**config.mk**
```make
export PLATFORM = sky130hd
export DESIGN_NAME = exe_muldiv_seq
export DESIGN_NICKNAME = d
export VERILOG_FILES = /design/src/rtl/muldiv_pkg.sv /design/src/rtl/div_restoring_core.sv /design/src/rtl/exe_muldiv_seq.sv
export SDC_FILE = /design/constraint.sdc
export NUM_CORES = 2
export LEC_CHECK = 0
export BUFFER_PORTS_ARGS = -buffer_cell sky130_fd_sc_hd__buf_2
export CORE_MARGIN = 3
export CORE_UTILIZATION = 55
export DETAILED_ROUTE_END_ITERATION = 10
export GPL_ROUTABILITY_DRIVEN = 0
export MAX_ROUTING_LAYER = met4
export PLACE_DENSITY_LB_ADDON = 0.12
export SLEW_MARGIN = 40
export SYNTH_ARGS = -nofsm -noshare
export SYNTH_HDL_FRONTEND = slang
export SYNTH_HIERARCHICAL = 1
export SYNTH_SLANG_ARGS = --single-unit
export TNS_END_PERCENT = 10
```
**constraint.sdc**
```tcl
create_clock -name clk_i -period 4.4 [get_ports clk_i]
set_clock_uncertainty 0.2 [all_clocks]
set_input_delay 0.66 -clock clk_i [delete_from_list [all_inputs] [get_ports clk_i]]
set_output_delay 0.66 -clock clk_i [all_outputs]
set_load 0.02 [all_outputs]
```
**src/rtl/muldiv_pkg.sv**
```systemverilog
// Shared definitions for the sequential RV M-extension unit.
// funct3 encodings, FSM states and decode helpers.
package muldiv_pkg;

    localparam logic [2:0] F3_MUL    = 3'd0;
    localparam logic [2:0] F3_MULH   = 3'd1;
    localparam logic [2:0] F3_MULHSU = 3'd2;
    localparam logic [2:0] F3_MULHU  = 3'd3;
    localparam logic [2:0] F3_DIV    = 3'd4;
    localparam logic [2:0] F3_DIVU   = 3'd5;
    localparam logic [2:0] F3_REM    = 3'd6;
    localparam logic [2:0] F3_REMU   = 3'd7;

    typedef enum logic [1:0] {
        S_IDLE,
        S_MUL,
        S_DIV,
        S_DONE
    } state_t;

    function automatic logic is_signed_div(input logic [2:0] f3);
        return (f3 == F3_DIV) || (f3 == F3_REM);
    endfunction

endpackage

```
**src/rtl/div_restoring_core.sv**
```systemverilog
// Unsigned restoring divider, one quotient bit per cycle.
// Runs XLEN steps after start_i; done_o marks the final step.
module div_restoring_core #(
    parameter int XLEN = 32
) (
    input  logic            clk_i,
    input  logic            rst_i,
    input  logic            start_i,
    input  logic [XLEN-1:0] dividend_i,
    input  logic [XLEN-1:0] divisor_i,
    output logic            done_o,
    output logic [XLEN-1:0] quotient_o,
    output logic [XLEN-1:0] remainder_o
);

    localparam int CW = $clog2(XLEN) + 1;

    logic [CW-1:0]   cnt_q;
    logic [XLEN-1:0] quo_q;
    logic [XLEN-1:0] rem_q;
    logic [XLEN-1:0] dvs_q;
    logic [XLEN:0]   sh;
    logic [XLEN:0]   diff;

    always_comb begin
        sh   = {rem_q, quo_q[XLEN-1]};
        diff = sh - {1'b0, dvs_q};
    end

    always_ff @(posedge clk_i) begin
        if (rst_i) begin
            cnt_q <= '0;
            quo_q <= '0;
            rem_q <= '0;
            dvs_q <= '0;
        end else if (start_i) begin
            cnt_q <= CW'(XLEN);
            quo_q <= dividend_i;
            rem_q <= '0;
            dvs_q <= divisor_i;
        end else if (cnt_q != '0) begin
            // A clear top bit means the trial subtraction did not borrow.
            if (!diff[XLEN]) begin
                rem_q <= diff[XLEN-1:0];
                quo_q <= {quo_q[XLEN-2:0], 1'b1};
            end else begin
                rem_q <= sh[XLEN-1:0];
                quo_q <= {quo_q[XLEN-2:0], 1'b0};
            end
            cnt_q <= cnt_q - 1'b1;
        end
    end

    assign done_o      = (cnt_q == CW'(1));
    assign quotient_o  = quo_q;
    assign remainder_o = rem_q;

endmodule

```
**src/rtl/exe_muldiv_seq.sv**
```systemverilog
// Handshaked sequential multiply/divide unit for the EXE stage.
// Early-outs for div-by-zero, overflow and quotient/remainder cache hits.
module exe_muldiv_seq
    import muldiv_pkg::*;
#(
    parameter int XLEN     = 32,
    parameter int MUL_STEP = 2
) (
    input  logic            clk_i,
    input  logic            rst_i,
    input  logic            flush_i,
    input  logic            valid_i,
    output logic            ready_o,
    input  logic [2:0]      funct3_i,
    input  logic [XLEN-1:0] op1_i,
    input  logic [XLEN-1:0] op2_i,
    input  logic [4:0]      rd_i,
    output logic            valid_o,
    output logic [XLEN-1:0] result_o,
    output logic [4:0]      rd_o,
    output logic            we_o,
    output logic            stall_o
);

    localparam int CW = $clog2(XLEN) + 1;
    localparam logic [CW-1:0] MUL_CNT = CW'(XLEN / MUL_STEP);
    localparam int AW = XLEN + MUL_STEP;

    state_t state_q, state_d;

    logic [CW-1:0]     cnt_q;
    logic [2:0]        f3_q;
    logic [4:0]        rd_q;
    logic              neg_q, rneg_q, early_q, from_div_q;
    logic [XLEN-1:0]   early_res_q, mcand_q, op1_q, op2_q;
    logic [2*XLEN-1:0] prod_q;

    logic              c_vld_q, c_sgn_q;
    logic [XLEN-1:0]   c_op1_q, c_op2_q, c_quo_q, c_rem_q;

    logic              valid_q;
    logic [XLEN-1:0]   result_q;
    logic [4:0]        rd_out_q;

    logic              sg1, sg2, n1, n2, sdiv, mul_op;
    logic              div0, ovf, hit, fast, accept, div_done;
    logic [XLEN-1:0]   mag1, mag2, fast_res;
    logic [AW-1:0]     acc;
    logic [2*XLEN-1:0] prod_nx, pfix;
    logic [XLEN-1:0]   quo, rem, qfix, rfix, done_res;

    // Request decode: operand signedness and early-out detection.
    always_comb begin
        sg1 = 1'b0;
        sg2 = 1'b0;
        unique case (funct3_i)
            F3_MUL:    begin sg1 = 1'b0; sg2 = 1'b0; end
            F3_MULH:   begin sg1 = 1'b1; sg2 = 1'b1; end
            F3_MULHSU: begin sg1 = 1'b1; sg2 = 1'b0; end
            F3_MULHU:  begin sg1 = 1'b0; sg2 = 1'b0; end
            F3_DIV:    begin sg1 = 1'b1; sg2 = 1'b1; end
            F3_DIVU:   begin sg1 = 1'b0; sg2 = 1'b0; end
            F3_REM:    begin sg1 = 1'b1; sg2 = 1'b1; end
            F3_REMU:   begin sg1 = 1'b0; sg2 = 1'b0; end
        endcase
        n1     = sg1 & op1_i[XLEN-1];
        n2     = sg2 & op2_i[XLEN-1];
        mag1   = n1 ? -op1_i : op1_i;
        mag2   = n2 ? -op2_i : op2_i;
        sdiv   = is_signed_div(funct3_i);
        mul_op = ~funct3_i[2];
        div0   = (op2_i == '0);
        ovf    = sdiv && (op1_i == {1'b1, {(XLEN-1){1'b0}}})
                      && (op2_i == '1);
        hit    = c_vld_q && (c_sgn_q == sdiv)
                         && (c_op1_q == op1_i) && (c_op2_q == op2_i);
        fast   = ~mul_op & (div0 | ovf | hit);
        if (div0)
            fast_res = funct3_i[1] ? op1_i : '1;
        else if (ovf)
            fast_res = funct3_i[1] ? '0 : op1_i;
        else
            fast_res = funct3_i[1] ? c_rem_q : c_quo_q;
        accept = valid_i & ready_o & ~flush_i;
    end

    // MUL_STEP partial products added into the top half, then shift right.
    always_comb begin
        acc = AW'(prod_q[2*XLEN-1:XLEN]);
        for (int k = 0; k < MUL_STEP; k++) begin
            if (prod_q[k])
                acc = acc + (AW'(mcand_q) << k);
        end
        prod_nx = {acc, prod_q[XLEN-1:MUL_STEP]};
    end

    div_restoring_core #(
        .XLEN(XLEN)
    ) u_div (
        .clk_i      (clk_i),
        .rst_i      (rst_i),
        .start_i    (accept & ~mul_op & ~fast),
        .dividend_i (mag1),
        .divisor_i  (mag2),
        .done_o     (div_done),
        .quotient_o (quo),
        .remainder_o(rem)
    );

    always_ff @(posedge clk_i) begin
        if (rst_i)
            state_q <= S_IDLE;
        else
            state_q <= state_d;
    end

    always_comb begin
        state_d = state_q;
        if (flush_i) begin
            state_d = S_IDLE;
        end else begin
            unique case (state_q)
                S_IDLE:
                    if (valid_i)
                        state_d = mul_op ? S_MUL : (fast ? S_DONE : S_DIV);
                S_MUL:
                    if (cnt_q == CW'(1))
                        state_d = S_DONE;
                S_DIV:
                    if (div_done)
                        state_d = S_DONE;
                S_DONE:
                    state_d = S_IDLE;
            endcase
        end
    end

    always_comb begin
        ready_o = (state_q == S_IDLE);
        stall_o = ~ready_o | (valid_i & ready_o);
        valid_o = valid_q & ~flush_i;
        we_o    = valid_o & (rd_out_q != 5'd0);
        pfix    = neg_q ? -prod_q : prod_q;
        qfix    = neg_q ? -quo : quo;
        rfix    = rneg_q ? -rem : rem;
        if (early_q)
            done_res = early_res_q;
        else if (f3_q == F3_MUL)
            done_res = pfix[XLEN-1:0];
        else if (!f3_q[2])
            done_res = pfix[2*XLEN-1:XLEN];
        else
            done_res = f3_q[1] ? rfix : qfix;
    end

    always_ff @(posedge clk_i) begin
        if (rst_i) begin
            cnt_q       <= '0;
            f3_q        <= '0;
            rd_q        <= '0;
            neg_q       <= 1'b0;
            rneg_q      <= 1'b0;
            early_q     <= 1'b0;
            from_div_q  <= 1'b0;
            early_res_q <= '0;
            mcand_q     <= '0;
            op1_q       <= '0;
            op2_q       <= '0;
            prod_q      <= '0;
            c_vld_q     <= 1'b0;
            c_sgn_q     <= 1'b0;
            c_op1_q     <= '0;
            c_op2_q     <= '0;
            c_quo_q     <= '0;
            c_rem_q     <= '0;
            valid_q     <= 1'b0;
            result_q    <= '0;
            rd_out_q    <= '0;
        end else begin
            valid_q <= 1'b0;
            unique case (state_q)
                S_IDLE:
                    if (accept) begin
                        f3_q        <= funct3_i;
                        rd_q        <= rd_i;
                        op1_q       <= op1_i;
                        op2_q       <= op2_i;
                        neg_q       <= n1 ^ n2;
                        rneg_q      <= n1;
                        early_q     <= fast;
                        early_res_q <= fast_res;
                        from_div_q  <= ~mul_op & ~fast;
                        mcand_q     <= mag1;
                        prod_q      <= {{XLEN{1'b0}}, mag2};
                        cnt_q       <= mul_op ? MUL_CNT : CW'(XLEN);
                    end
                S_MUL: begin
                    prod_q <= prod_nx;
                    cnt_q  <= cnt_q - 1'b1;
                end
                S_DIV:
                    cnt_q <= '0;
                S_DONE:
                    if (!flush_i) begin
                        valid_q  <= 1'b1;
                        result_q <= done_res;
                        rd_out_q <= rd_q;
                        if (from_div_q) begin
                            c_vld_q <= 1'b1;
                            c_sgn_q <= is_signed_div(f3_q);
                            c_op1_q <= op1_q;
                            c_op2_q <= op2_q;
                            c_quo_q <= qfix;
                            c_rem_q <= rfix;
                        end
                    end
            endcase
        end
    end

    assign result_o = result_q;
    assign rd_o     = rd_out_q;

endmodule
```
## Word-level counts from Yosys, hierarchy flattened

Memory sizes are Yosys's and may differ from the RTL's.
Cells that the tools add are included.

- Register bits: 482
- Output and inout bits: 41
- Bits of input ports: 76
- Memories: 1
- Bits in read-only memories: 16

Memory list:

| memory | words | bits a word | rd ports | clocked after memory_dff | wr ports | line | text |
|---|---|---|---|---|---|---|---|
| (no name shown) | 8 | 2 | 1 | 0 | 0 | exe_muldiv_seq.sv:56 | `unique case (funct3_i)` |

- Reduce and logical (&&, ||, !) cells: 24
- $add $sub $neg: 10
- Equal/unequal tests: 18
- Bitwise gates (word level): 18
- Muxes and demuxes: 34

Operator list:

| kind | count |
|---|---|
| 32-bit two-way mux | 16 |
| 64-bit two-way mux | 2 |
| 32-bit negation | 4 |
| 64-bit one-hot mux with 2 select lines | 1 |
| 32-bit equality test | 2 |
| 32-bit equality test (second input constant) | 2 |
| 64-bit negation | 1 |
| 34-bit by 33-bit adder with 34-bit output | 1 |
| 34-bit two-way mux | 1 |
| 32-bit by 32-bit adder with 33-bit output | 1 |
| 33-bit two-way mux | 1 |
| 33-bit by 32-bit subtractor with 33-bit output | 1 |
| 32-bit logical NOT | 1 |
| 6-bit two-way mux | 4 |
| 6-bit one-hot mux with 3 select lines | 1 |
| 3-bit equality test (second input constant) | 4 |
| 6-bit by 1-bit equality test with 1-bit output (second input constant) | 2 |
| 6-bit by 1-bit subtractor with 6-bit output (second input constant) | 2 |
| 1-bit AND | 10 |
| 2-bit two-way mux | 4 |
| 2-bit one-hot mux with 4 select lines | 1 |
| 2-bit AND reduction | 4 |
| 2-bit inequality test (second input constant) | 3 |
| 3-bit AND reduction | 2 |
| other kinds (17) | 33 |

## Longest topological paths before layout

- Word-level depth: 12
- Depth in mapped cells: 21
- Gate-level depth less buffers: 21

## Hierarchy

Netlist, hierarchy kept.

By module, submodules not included:

| module | area each (µm²) | cells an instance | instances |
|---|---|---|---|
| exe_muldiv_seq | 23847.9 | 3162 | 1 |
| div_restoring_core | 6090.8 | 782 | 1 |

## Worst setup path before layout

No wires, ideal clock.

- Kind: reg-to-reg
- Start: register prod_q[34]
- End: register prod_q[61]
- Stages on the path, launching flop included: 21
- Period minus slack after synthesis: 4765 ps
- Setup slack: -365 ps
- Library setup time: 106 ps
- Arrival time: 4459 ps
- Path buffers: 2
- Path through: dfxtp_1 -> ha_1 -> o21ai_0 -> o21a_1 -> or4b_2 -> and3b_1 -> o22ai_1 -> a21oi_1 -> xnor2_1 -> mux2_2 -> ha_1 -> clkbuf_1 -> and2_0 -> clkbuf_1 -> nand3_1 -> nor4_1 -> a2bb2oi_1 -> o21ai_0 -> xor2_1 -> nand2_1 -> o311ai_0

- Word-level cells in the longest chain between the ends: 5

RTL lines:

| what | line | text |
|---|---|---|
| from (decl) | exe_muldiv_seq.sv:36 | `logic [2*XLEN-1:0] prod_q;` |
| from (signal assigned) | exe_muldiv_seq.sv:194 | `prod_q <= {{XLEN{1'b0}}, mag2};` |
| from (signal assigned) | exe_muldiv_seq.sv:198 | `prod_q <= prod_nx;` |
| 32-bit by 32-bit adder with 33-bit output | exe_muldiv_seq.sv:92 | `acc = acc + (AW'(mcand_q) << k);` |
| 33-bit two-way mux * | exe_muldiv_seq.sv:91 | `if (prod_q[k])` |
| 34-bit by 33-bit adder with 34-bit output | exe_muldiv_seq.sv:92 |  |
| 34-bit two-way mux * | exe_muldiv_seq.sv:91 |  |
| 64-bit one-hot mux with 2 select lines * | exe_muldiv_seq.sv:181 | `unique case (state_q)` |

Every way passes the cells marked *; elsewhere a longest branch is shown, timed or not.
A chain may end at the register's enable or synchronous reset.

## Final worst setup path

- Start: register mcand_q[0]
- End: register prod_q[60]

- Word-level cells in the longest chain between the ends: 5

RTL lines:

| what | line | text |
|---|---|---|
| from (decl) | exe_muldiv_seq.sv:35 | `logic [XLEN-1:0] early_res_q, mcand_q, op1_q, op2_q;` |
| from (signal assigned) | exe_muldiv_seq.sv:193 | `mcand_q <= mag1;` |
| 32-bit by 32-bit adder with 33-bit output | exe_muldiv_seq.sv:92 |  |
| 33-bit two-way mux | exe_muldiv_seq.sv:91 |  |
| 34-bit by 33-bit adder with 34-bit output | exe_muldiv_seq.sv:92 |  |
| 34-bit two-way mux * | exe_muldiv_seq.sv:91 |  |
| 64-bit one-hot mux with 2 select lines * | exe_muldiv_seq.sv:181 |  |

Marked as above.

==> metrics.yaml <==
route:
  ant_nets: 0
  drt-total-wl_mm: 114.9
  drt_iter0_drc: 4212
  wire_per_inst_microns: 23.51
  avgViaCountPerCell: 6.372
  drc: 1
  dr.pass1.iters: 11
  vias: 31140
outcome:
  violations: "design-rule violations, negative setup slack"
  status: "finished with violations"
layout:
  area.growth.synth_to_final_pct: 17.63
  instances_no_fill: 4887
  drive_above_1_share_pct: 15.93
  largest_reg_flops: 64
  fin_nets: 4346
  top_register: "prod_q"
  design_area_sq_mm: 0.03522
  final_common_cell: "nand2_1"
  final_cell_mix: "558 x nand2_1, 473 x dfxtp_1, 440 x a21oi_1, 424 x nor2_1, 313 x buf_4"
grt:
  grtUsageMet2_pct: 56.76
  grt_antenna_before_repair: 3
  grt_max_degree: 98
  overflow: 0
  grt_pass1_vias: 27950
  track_usage_pct: 39.87
  grt_pass1_wl_mm: 171.4
  grtUsageMet3_pct: 8.578
  grt_use_met1_pct: 52.08
  top_usage_layer: "met2"
sta:
  fmax_mhz: 215.5
  slew_viol_final: 0
  rsz0062_at_grt: "true"
  maxSlewHeadroom_pct: 41.86
  layout_setup_ws_ps: -241.0
  hold_viol_final: 0
  worst_slew_pin_slew_ps: 865.9
  period_share_pct: 105.5
  fin_crit_ps: 4641
  setup_violations: 10
critical_path:
  cp_data_required_time_ps: 4690
  end_kind: "flop"
  crit_path_start_kind: "flop"
  critPathKind: "reg -> reg"
  cp_data_arrival_time_ps: 4930
  critPathLaunch: "mcand_q[0]$_SDFFE_PP0P_"
  worstPathMaxFanout: 5
  timing.rr.start: "mcand_q[0]$_SDFFE_PP0P_"
clock_network:
  cts-root-buf: "clkbuf_16"
  cts_buffers: 54
  cts_buffer_depth: 3
  h-tree-depth: 2
  clock_latency_ps: 620
  clock_sinks: 481
  tritoncts: "yes"
  clk_pin_slew_worst_paths_ps: 70
synth:
  ys_ff_latch: 481
  syn_avg_cell_area_sq_um: 7.591
  synthArstFlopShare_pct: 0
  syn_inst: 3944
  synthesis.nets: 4135
  synth_cell_types: 93
  syn-cell-area_sq_mm: 0.02994
  yosysSeqAreaShare_pct: 32.16
  ys.flop_type: "dfxtp_1"
  ys_warn_count: 6
  synth_edf_count: 0
floorplanning:
  die_w_microns: 239.3
  rows: 84
  ios: 117
  fp.dieH_microns: 239.3
  dieArea_sq_mm: 0.05727
  start_util_pct: 56.30
  core-area_sq_mm: 0.05318
power_and_ir_drop:
  power_density_mw_per_mm2: 444.7
  peakVddDrop_v: 0.0004155
  power_leakage_nw: 13.81
placement:
  placed_area_sq_mm: 0.03296
  portBuffers: 116
  dp_hpwl_mm: 85.91
  dp_slack_ps: -513.0
  dp_cells: 4781
worst_hold_path:
  min-delay-start: "rd_i[3]"
  hold_class: "in -> reg"
run:
  drv_cap: 0
per-stage QoR:
stage               hold slack (ps)  TNS (ps)  utilization [%]  power, W
floorplan                     232.1    -68.38                -  0.008950
global placement              237.3     -2154            61.87   0.01068
detailed placement            241.9     -3536            61.98   0.01074
CTS                           81.07     -1632            65.81   0.01547
global route                  97.53     -4335            66.21   0.01633
finish                        93.37     -1293            66.22   0.01566
power breakdown:
| group | switching, W | leakage, nW | internal (W) |
|---|---|---|---|
| logic | 0.00371 | 9.00 | 0.00215 |
| clock network | 0.00194 | 0.901 | 0.00281 |
| registers | 0.000411 | 3.91 | 0.00464 |
final timing paths:
check / end / slack [ps] / cells past startpoint
hold reg to reg: c_op2_q[28]$_SDFFE_PP0P_ / 250 / 2
setup reg to reg: prod_q[60]$_SDFFE_PP0P_ / -240 / 20
setup / recovery: prod_q[60]$_SDFFE_PP0P_ / -240 / 20
hold / removal: rd_q[3]$_SDFFE_PP0P_ / 90 / 3
timing repair:
action	4_1_cts	5_1_grt
pin swaps	21	22
hold buffers	0	0
hold endpoints to repair	0	0
endpoints found under the setup margin	17	23
resized for setup	40	42
setup buffers	3	3
synth_stat cells, types with 23 or more instances:
cell type / number / area (sq um)
nand3_1: 38 / 190.2
nand2_1: 564 / 2117
or3_1: 37 / 231.5
inv_1: 111 / 416.7
a21o_1: 29 / 217.7
nor4_1: 39 / 244.0
o211ai_1: 30 / 225.2
dfxtp_1: 481 / 9629
nand2b_1: 34 / 212.7
o21ai_0: 170 / 850.8
xor2_1: 162 / 1419
a221oi_1: 25 / 219.0
o31ai_1: 45 / 337.8
a211oi_1: 111 / 833.3
clkbuf_1: 251 / 942.2
mux2i_1: 91 / 910.9
a221o_1: 34 / 340.3
o41ai_1: 23 / 201.4
a31oi_1: 26 / 162.7
nand4_1: 40 / 250.2
xnor2_1: 144 / 1261
or4_1: 23 / 172.7
nor3_1: 112 / 560.5
ha_1: 112 / 1401
nor2_1: 429 / 1610
a21oi_1: 446 / 2232
area by class of cell:
type	instances	area (sq um)
clock buffers	74	1516
flip-flops and latches	481	9642
repair buffers	442	3164
fillers	4672	17960
well taps	688	860.8
multi-input cells	3063	19280
inverters	113	424.2
diodes	5	12.51
clock inverters	21	315.3
worst max-delay path: stages (launching register included):
cell	delay (ps)
dfxtp_2	350
ha_4	140
inv_2	30
fa_2	340
nand2b_4	150
a21o_1	200
a211o_1	350
nand4b_1	200
buf_4	140
a31oi_2	120
o21ai_0	250
xor2_1	150
mux2_2	300
ha_1	330
nor2b_1	160
o21ai_0	160
a21oi_1	90
a311oi_4	330
xnor2_2	120
a2111oi_2	310
nor2_1	90
per-layer routing:
metal / share of wire, % / wire length (microns) / vias up
met4: 7.4 / 8486 / 0
met5: 0 / 0 / -
met2: 42 / 47760 / 1757
met3: 11 / 13020 / 418
li1: - / - / 14450
met1: 40 / 45620 / 14520
logic make-up after synthesis:
kind of cell | synth area share (%)
simple gates | 21.39
compound gates | 23.58
flops | 32.16
buf+inv | 5.115
xor+xnor | 9.044
fa+ha+maj | 4.881
mux | 3.832
Power figures use the tool's default switching activity.
